[src/rtl/btt_pkg.sv]
// +------------------------------------------------------------------+
// | btt_pkg : shared types and helpers for branch_target_table       |
// | Revision: 1.0                                                    |
// +------------------------------------------------------------------+
`default_nettype none

package btt_pkg;

  typedef enum logic [0:0] {
    BTT_INIT = 1'b0,
    BTT_RUN  = 1'b1
  } btt_state_t;

  function automatic int unsigned btt_depth(input int unsigned addr_w);
    return 32'd1 << addr_w;
  endfunction

  // Last entry is all ones; entries 1..3 carry the legacy targets cut to pc_w.
  function automatic logic [31:0] default_target(input int unsigned idx,
                                                 input int unsigned addr_w,
                                                 input int unsigned pc_w);
    logic [31:0] mask;
    mask = (pc_w >= 32) ? 32'hFFFF_FFFF : ((32'd1 << pc_w) - 32'd1);
    if (idx == btt_depth(addr_w) - 1) return mask;
    case (idx)
      1:       return 32'd351 & mask;
      2:       return 32'd418 & mask;
      3:       return 32'd390 & mask;
      default: return 32'd0;
    endcase
  endfunction

endpackage

`default_nettype wire

[src/rtl/branch_target_table_if.sv]
// +------------------------------------------------------------------+
// | branch_target_table_if : lookup/write/status bundle of the table |
// | Revision: 1.0                                                    |
// +------------------------------------------------------------------+
`default_nettype none

interface branch_target_table_if #(
  parameter int ADDR_W = 3,
  parameter int PC_W   = 10,
  parameter int CNT_W  = 16
);
  logic              ready;
  logic              rd_en;
  logic [ADDR_W-1:0] rd_addr;
  logic [PC_W-1:0]   target;
  logic              target_valid;
  logic              wr_en;
  logic [ADDR_W-1:0] wr_addr;
  logic [PC_W-1:0]   wr_data;
  logic              wr_ack;
  logic [CNT_W-1:0]  lookup_cnt;
  logic              parity_err;

  modport master (
    output rd_en, rd_addr, wr_en, wr_addr, wr_data,
    input  ready, target, target_valid, wr_ack, lookup_cnt, parity_err
  );

  modport slave (
    input  rd_en, rd_addr, wr_en, wr_addr, wr_data,
    output ready, target, target_valid, wr_ack, lookup_cnt, parity_err
  );
endinterface

`default_nettype wire

[src/rtl/btt_mem.sv]
// +------------------------------------------------------------------+
// | btt_mem : DEPTH x W register array, 1 write + 1 sync read port,  |
// |           write-first bypass on address collision                |
// | Revision: 1.0                                                    |
// +------------------------------------------------------------------+
`default_nettype none

module btt_mem #(
  parameter int DEPTH  = 8,
  parameter int ADDR_W = 3,
  parameter int W      = 10
) (
  input  logic              clk,
  input  logic              rst_n,
  input  logic              we,
  input  logic [ADDR_W-1:0] waddr,
  input  logic [W-1:0]      wdata,
  input  logic              re,
  input  logic [ADDR_W-1:0] raddr,
  output logic [W-1:0]      rdata
);

  logic [W-1:0] r_mem [DEPTH];
  logic [W-1:0] r_rdata;

  // Array is deliberately unreset; the owner fills it after reset.
  always_ff @(posedge clk) begin
    if (we) r_mem[waddr] <= wdata;
  end

  always_ff @(posedge clk or negedge rst_n) begin
    if (!rst_n) begin
      r_rdata <= '0;
    end else if (re) begin
      r_rdata <= (we && (waddr == raddr)) ? wdata : r_mem[raddr];
    end
  end

  assign rdata = r_rdata;

endmodule

`default_nettype wire

[src/rtl/branch_target_table.sv]
// +------------------------------------------------------------------+
// | branch_target_table : writable pointer->PC table, self-init,     |
// |   registered read, bypass, saturating lookup counter.            |
// |   Optional LUT_PARITY_EN: even parity per entry, sticky error.   |
// | Revision: 1.0                                                    |
// +------------------------------------------------------------------+
`default_nettype none

module branch_target_table
  import btt_pkg::*;
#(
  parameter int ADDR_W = 3,
  parameter int PC_W   = 10,
  parameter int CNT_W  = 16
) (
  input logic           clk,
  input logic           rst_n,
  branch_target_table_if.slave bus
);

  localparam int DEPTH = btt_depth(ADDR_W);
`ifdef LUT_PARITY_EN
  localparam int MEM_W = PC_W + 1;
`else
  localparam int MEM_W = PC_W;
`endif

  logic [PC_W-1:0] w_default [DEPTH];

  generate
    for (genvar gi = 0; gi < DEPTH; gi++) begin : g_default
      assign w_default[gi] = PC_W'(default_target(gi, ADDR_W, PC_W));
    end
  endgenerate

  btt_state_t        r_state, w_state_nxt;
  logic [ADDR_W-1:0] r_init_cnt, w_init_cnt_nxt;
  logic              w_mem_we, w_mem_re;
  logic [ADDR_W-1:0] w_mem_waddr;
  logic [PC_W-1:0]   w_wdata_raw;
  logic [MEM_W-1:0]  w_mem_wdata;
  logic [MEM_W-1:0]  w_rd_data;

  always_ff @(posedge clk or negedge rst_n) begin
    if (!rst_n) begin
      r_state    <= BTT_INIT;
      r_init_cnt <= '0;
    end else begin
      r_state    <= w_state_nxt;
      r_init_cnt <= w_init_cnt_nxt;
    end
  end

  // INIT owns the write port and blocks lookups; RUN hands both to the bus.
  always_comb begin
    w_state_nxt    = r_state;
    w_init_cnt_nxt = r_init_cnt;
    w_mem_we       = 1'b0;
    w_mem_re       = 1'b0;
    w_mem_waddr    = bus.wr_addr;
    w_wdata_raw    = bus.wr_data;
    case (r_state)
      BTT_INIT: begin
        w_mem_we       = 1'b1;
        w_mem_waddr    = r_init_cnt;
        w_wdata_raw    = w_default[r_init_cnt];
        w_init_cnt_nxt = r_init_cnt + 1'b1;
        if (r_init_cnt == ADDR_W'(DEPTH - 1)) w_state_nxt = BTT_RUN;
      end
      BTT_RUN: begin
        w_mem_we = bus.wr_en;
        w_mem_re = bus.rd_en;
      end
      default: w_state_nxt = BTT_INIT;
    endcase
  end

`ifdef LUT_PARITY_EN
  assign w_mem_wdata = {^w_wdata_raw, w_wdata_raw};
`else
  assign w_mem_wdata = w_wdata_raw;
`endif

  btt_mem #(
    .DEPTH  (DEPTH),
    .ADDR_W (ADDR_W),
    .W      (MEM_W)
  ) u_mem (
    .clk   (clk),
    .rst_n (rst_n),
    .we    (w_mem_we),
    .waddr (w_mem_waddr),
    .wdata (w_mem_wdata),
    .re    (w_mem_re),
    .raddr (bus.rd_addr),
    .rdata (w_rd_data)
  );

  logic             r_valid;
  logic             r_wr_ack;
  logic [CNT_W-1:0] r_cnt;

  always_ff @(posedge clk or negedge rst_n) begin
    if (!rst_n) begin
      r_valid  <= 1'b0;
      r_wr_ack <= 1'b0;
      r_cnt    <= '0;
    end else begin
      r_valid  <= w_mem_re;
      r_wr_ack <= (r_state == BTT_RUN) && bus.wr_en;
      if (w_mem_re && (r_cnt != {CNT_W{1'b1}})) r_cnt <= r_cnt + 1'b1;
    end
  end

`ifdef LUT_PARITY_EN
  logic r_perr;
  logic w_perr_now;

  // Error shows in the same cycle as the bad data, then latches.
  assign w_perr_now = r_valid & (^w_rd_data);

  always_ff @(posedge clk or negedge rst_n) begin
    if (!rst_n) r_perr <= 1'b0;
    else        r_perr <= r_perr | w_perr_now;
  end

  assign bus.parity_err = r_perr | w_perr_now;
`else
  assign bus.parity_err = 1'b0;
`endif

  assign bus.ready        = (r_state == BTT_RUN);
  assign bus.target       = w_rd_data[PC_W-1:0];
  assign bus.target_valid = r_valid;
  assign bus.wr_ack       = r_wr_ack;
  assign bus.lookup_cnt   = r_cnt;

endmodule

`default_nettype wire

[src/flat_wrapper.sv]
// flat-port wrapper written by rule: the top's interface ports become plain ports
module branch_target_table_flat import btt_pkg::*;
#(
  parameter int ADDR_W = 3,
  parameter int PC_W   = 10,
  parameter int CNT_W  = 16
)
  (clk, rst_n, bus_rd_en, bus_rd_addr, bus_wr_en, bus_wr_addr, bus_wr_data, bus_ready, bus_target, bus_target_valid, bus_wr_ack, bus_lookup_cnt, bus_parity_err);
  branch_target_table_if #(.ADDR_W(ADDR_W), .PC_W(PC_W), .CNT_W(CNT_W)) bus_i ();
  input logic clk;
  input logic rst_n;
  input wire logic [$bits(bus_i.rd_en)-1:0] bus_rd_en;
  input wire logic [$bits(bus_i.rd_addr)-1:0] bus_rd_addr;
  input wire logic [$bits(bus_i.wr_en)-1:0] bus_wr_en;
  input wire logic [$bits(bus_i.wr_addr)-1:0] bus_wr_addr;
  input wire logic [$bits(bus_i.wr_data)-1:0] bus_wr_data;
  output wire logic [$bits(bus_i.ready)-1:0] bus_ready;
  output wire logic [$bits(bus_i.target)-1:0] bus_target;
  output wire logic [$bits(bus_i.target_valid)-1:0] bus_target_valid;
  output wire logic [$bits(bus_i.wr_ack)-1:0] bus_wr_ack;
  output wire logic [$bits(bus_i.lookup_cnt)-1:0] bus_lookup_cnt;
  output wire logic [$bits(bus_i.parity_err)-1:0] bus_parity_err;
  assign bus_i.rd_en = bus_rd_en;
  assign bus_i.rd_addr = bus_rd_addr;
  assign bus_i.wr_en = bus_wr_en;
  assign bus_i.wr_addr = bus_wr_addr;
  assign bus_i.wr_data = bus_wr_data;
  assign bus_ready = bus_i.ready;
  assign bus_target = bus_i.target;
  assign bus_target_valid = bus_i.target_valid;
  assign bus_wr_ack = bus_i.wr_ack;
  assign bus_lookup_cnt = bus_i.lookup_cnt;
  assign bus_parity_err = bus_i.parity_err;
  branch_target_table #(.ADDR_W(ADDR_W), .PC_W(PC_W), .CNT_W(CNT_W)) u_core (.clk(clk), .rst_n(rst_n), .bus(bus_i));
endmodule
[config.mk]
export PLATFORM = sky130hd
export DESIGN_NAME = branch_target_table_flat
export DESIGN_NICKNAME = d
export VERILOG_FILES = /design/src/rtl/btt_pkg.sv /design/src/rtl/branch_target_table_if.sv /design/src/rtl/btt_mem.sv /design/src/rtl/branch_target_table.sv /design/src/flat_wrapper.sv
export SDC_FILE = /design/constraint.sdc
export NUM_CORES = 1
export LEC_CHECK = 0
export ABC_CLOCK_PERIOD_IN_PS = 2370
export BUFFER_PORTS_ARGS = -buffer_cell sky130_fd_sc_hd__buf_4
export CAP_MARGIN = 20
export CELL_PAD_IN_SITES_DETAIL_PLACEMENT = 1
export CELL_PAD_IN_SITES_GLOBAL_PLACEMENT = 1
export CORE_MARGIN = 3
export CORE_UTILIZATION = 35
export CTS_CLUSTER_DIAMETER = 80
export DETAILED_ROUTE_END_ITERATION = 12
export PLACE_DENSITY_LB_ADDON = 0.25
export SETUP_SLACK_MARGIN = 0.15
export SLEW_MARGIN = 5
export SYNTH_ARGS = -nofsm -noshare
export SYNTH_HDL_FRONTEND = slang
export SYNTH_SLANG_ARGS = --single-unit
[constraint.sdc]
create_clock -name clk -period 2.37 [get_ports clk]
set_input_delay 0 -clock clk [delete_from_list [all_inputs] [get_ports clk]]
set_output_delay 0 -clock clk [all_outputs]
set_load 0.01 [all_outputs]
==> flow_summary.json <==
{
  "synth_area_per_cell_um2": 15.8,
  "routedWlPerCell_um": 21.7,
  "layout_min_cycle_time_ns": 2.03,
  "netlist_instances": 308,
  "cts_htree_levels": 3,
  "ioPinCount": 50,
  "synth_top_area_share_pct": 49.5,
  "combinational_fraction_of_design_power_pct": 11.6,
  "critPathSlowestCell": "nor4_4",
  "rsz0062_at_grt": "false",
  "synth.top_cells.by_area": "edfxtp_1 49%, dfrtp_1 16%, mux4_2 5.6%, mux4_1 4.3%, mux2i_1 2.3%",
  "antennaDiodeCount": 0,
  "worstRegToRegCells": 5,
  "power.switching_fraction_pct": 23.8,
  "syn_area_um2": 4850,
  "hold_path_cell_cnt": 3,
  "worstPathRequired_ns": 2.57,
  "highest_clock_rate_mhz": 492,
  "reg2reg_to": "u_core.u_mem.rdata[0]",
  "yosys.cell_count.top_type": "edfxtp_1",
  "clkSlewWorstSetupHoldPaths_ns": 0.08,
  "postSynthNetCount": 334,
  "maximum_number_of_pins_on_one_net_before_global_route_repair": 33,
  "power_frac_clock_pct": 36.3,
  "worst-path-max-fanout": 7,
  "yosys_register_bits": 112,
  "yosys.cell_types.count": 45,
  "cts_made_buffers": 9,
  "fill_cell_instance_count_of_the_final_layout": 1370,
  "status": "finished, final reports clean",
  "timing.reg2reg.setup_slack_ns": 0.34,
  "floorplan.rows": 42,
  "detailedRoute.firstPassIterationCount": 4,
  "p_seq_share_pct": 52.1,
  "hpwlAfterDp_um": 8280,
  "core_area_um2": 13400,
  "finalSetupTns_ns": 0,
  "port_buffers": 48,
  "min_period_over_period_pct": 85.8,
  "root_buffer": "clkbuf_16",
  "most_used_flip_flop_cell_after_synthesis": "edfxtp_1",
  "first_global_vias": 3107,
  "finalSetupViolCount": 0,
  "floorplan.die.height_um": 124,
  "timing.critical_path.cells": "buf_4 > mux2i_1 > xnor2_1 > nor4_4 > a221oi_1",
  "critical_path.reg2reg.startpoint": "u_core.bus.ready",
  "final_layout_size_suffix_gt1_share_pct": 26.5,
  "tightestPinTransition_ns": 0.690,
  "synth_enable_flop_cells": 80,
  "vias_after_detailed_routing": 2896,
  "drcViolationCount": 0,
  "first_iter_violations": 137,
  "hold_viol_final": 0,
  "grt_antenna_before_repair": 0,
  "chipWidth_um": 124,
  "setup_cp_type": "flop to flop",
  "power.internal_uw": 3380,
  "cap_viol_max_count": 0,
  "hold_path_startpoint": "bus_wr_data[7]",
  "clk-insertion-delay-late_ns": 0.35,
  "max_slew_vio_count": 0,
  "synth_top_cell_by_area": "edfxtp_1",
  "gr-total-overflow": 0,
  "nets": 398,
  "clock_sinks": 112,
  "power_density_of_the_placed_cells_nw_per_um2": 763,
  "timing.critical_path.from_type": "flop",
  "area.growth.synth_to_final_pct": 19.9,
  "globalRouteTotalUtil_pct": 16.8,
  "ys.warnings.count": 0,
  "critical_path_at_ns": 2.24,
  "synth-seq-area-share_pct": 66.0,
  "synth_async_sr_flop_share_pct": 28.6,
  "min-delay-path-class": "input pin to flop",
  "whs_endpoint": "u_core.u_mem.rdata[7]",
  "fin_hold_ws_ns": 0.0486,
  "switching_power_uw": 1050,
  "leak_uw": 0.00226,
  "routed_via_density": 5.24,
  "dieArea_um2": 15300,
  "clockBufferDepth": 2,
  "peakVddDrop_v": 0.000535,
  "grt_pass1_wl_um": 18600,
  "delay_of_the_slowest_cell_on_the_worst_path_ns": 0.63,
  "start_util_pct": 36.2,
  "routed_wl_um": 12000,
  "finalClockSkew_ns": 0.00879,
  "cts_tree": "yes",
  "slew-limit-headroom_pct": 54.0,
  "gp_congestion": 0.824,
  "final_antenna_net_count": 0,
  "ys_top_cells_by_count": "80 x edfxtp_1, 32 x dfrtp_1, 24 x nor2_1",
  "endpoint_kind": "flop"
}
[power by group through the flow]
stage	clock network, µW	registers [µW]	logic (µW)
3_3_place_gp	0	2350	511
5_1_grt	1750	2320	573
2_1_floorplan	0	2350	237
6_report	1610	2310	516
3_5_place_dp	0	2350	521
4_1_cts	1660	2310	528
[worst max-delay path, delay by kind of cell (launching register included)]
| family | cells | cell delay (ns) |
|---|---|---|
| simple gates | 1 | 0.63 |
| flops | 1 | 0.46 |
| mux | 1 | 0.22 |
| buf+inv | 1 | 0.20 |
| compound gates | 1 | 0.19 |
| xor+xnor | 1 | 0.18 |
[cells by family (layout without fill, tap and decap cells)]
logic type	after synthesis	after routing	share of synthesized area, %
other cells	1	1	0.0773
simple gates	66	66	6.86
flops	112	112	66.0
xor+xnor	17	17	3.07
mux	37	37	13.6
compound gates	42	42	5.95
fa+ha+maj	6	6	1.55
buf+inv	27	96	2.94
[worst max-delay path by stage]
stage,cells past startpoint,slack (ns),to,startpoint
after floorplan,5,0.45,u_core.u_mem.r_mem[0][0],u_core.bus.ready
after global placement,5,0.15,u_core.u_mem.r_mem[3][3],u_core.r_init_cnt[0]
after detailed placement,5,0.19,u_core.u_mem.r_mem[0][3],u_core.r_init_cnt[0]
after CTS,5,0.15,u_core.u_mem.r_mem[4][3],u_core.r_init_cnt[0]
after global routing,5,0.23,u_core.u_mem.rdata[0],u_core.bus.ready
final,5,0.34,u_core.u_mem.rdata[0],u_core.bus.ready
[metal layers]
metal | routed length, µm | track usage (%) | vias up
li1 | - | - | 1312
met1 | 5450 | 22.0 | 1509
met2 | 5970 | 28.2 | 66
met3 | 427 | 4.31 | 9
met4 | 129 | 3.94 | 0
met5 | 0 | 0 | -
[cell type report]
cell class / instances / area (µm²) / share of cell area (%)
Clock buffer: 9 / 225 / 3.87
Clock inverter: 7 / 95.1 / 1.63
Inverter: 13 / 48.8 / 0.839
Multi-Input combinational cell: 169 / 1510 / 26.0
Sequential cell: 112 / 3200 / 55.1
Tap cell: 176 / 220 / 3.79
Timing Repair Buffer: 67 / 513 / 8.82
[what timing repair did]
| action | 4_1_cts | 5_1_grt |
|---|---|---|
| setup buffers | 0 | 0 |
| resized for setup | 0 | 2 |
| endpoints found under the hold margin | 35 | 0 |
| endpoints found under the setup margin | 0 | 32 |
| hold buffers | 4 | 0 |
[sequential cells by signal, indices dropped and copies added, names as in the netlist]
name,count
u_core.r_init_cnt,3
u_core.u_mem.r_mem,80
u_core.u_mem.rdata,10
u_core.bus.lookup_cnt,16
u_core.bus.wr_ack,1
u_core.bus.target_valid,1
u_core.bus.ready,1
[layout by cell type, fill, tap and decap left out, types with 10 or more instances in the layout]
cell type   n
dfrtp_1    32
mux4_2     12
inv_1      12
mux2i_1    11
nand2_1    12
nor2_1     24
a21oi_1    10
buf_4      63
edfxtp_1   80
[per-stage QoR]
stage / util, % / cells / area (µm²) / setup WS (ns) / power, µW
CTS: 43.4 / 553 / 5810 / 0.151 / 4500
finish: 43.4 / 553 / 5820 / 0.337 / 4440
global placement: 40.7 / 533 / 5450 / 0.146 / 2860
global route: 43.4 / 553 / 5820 / 0.231 / 4640
detailed placement: 40.7 / 533 / 5450 / 0.191 / 2870
floorplan: - / 308 / 4850 / 0.445 / 2590
(Power assumes the default switching activity.)
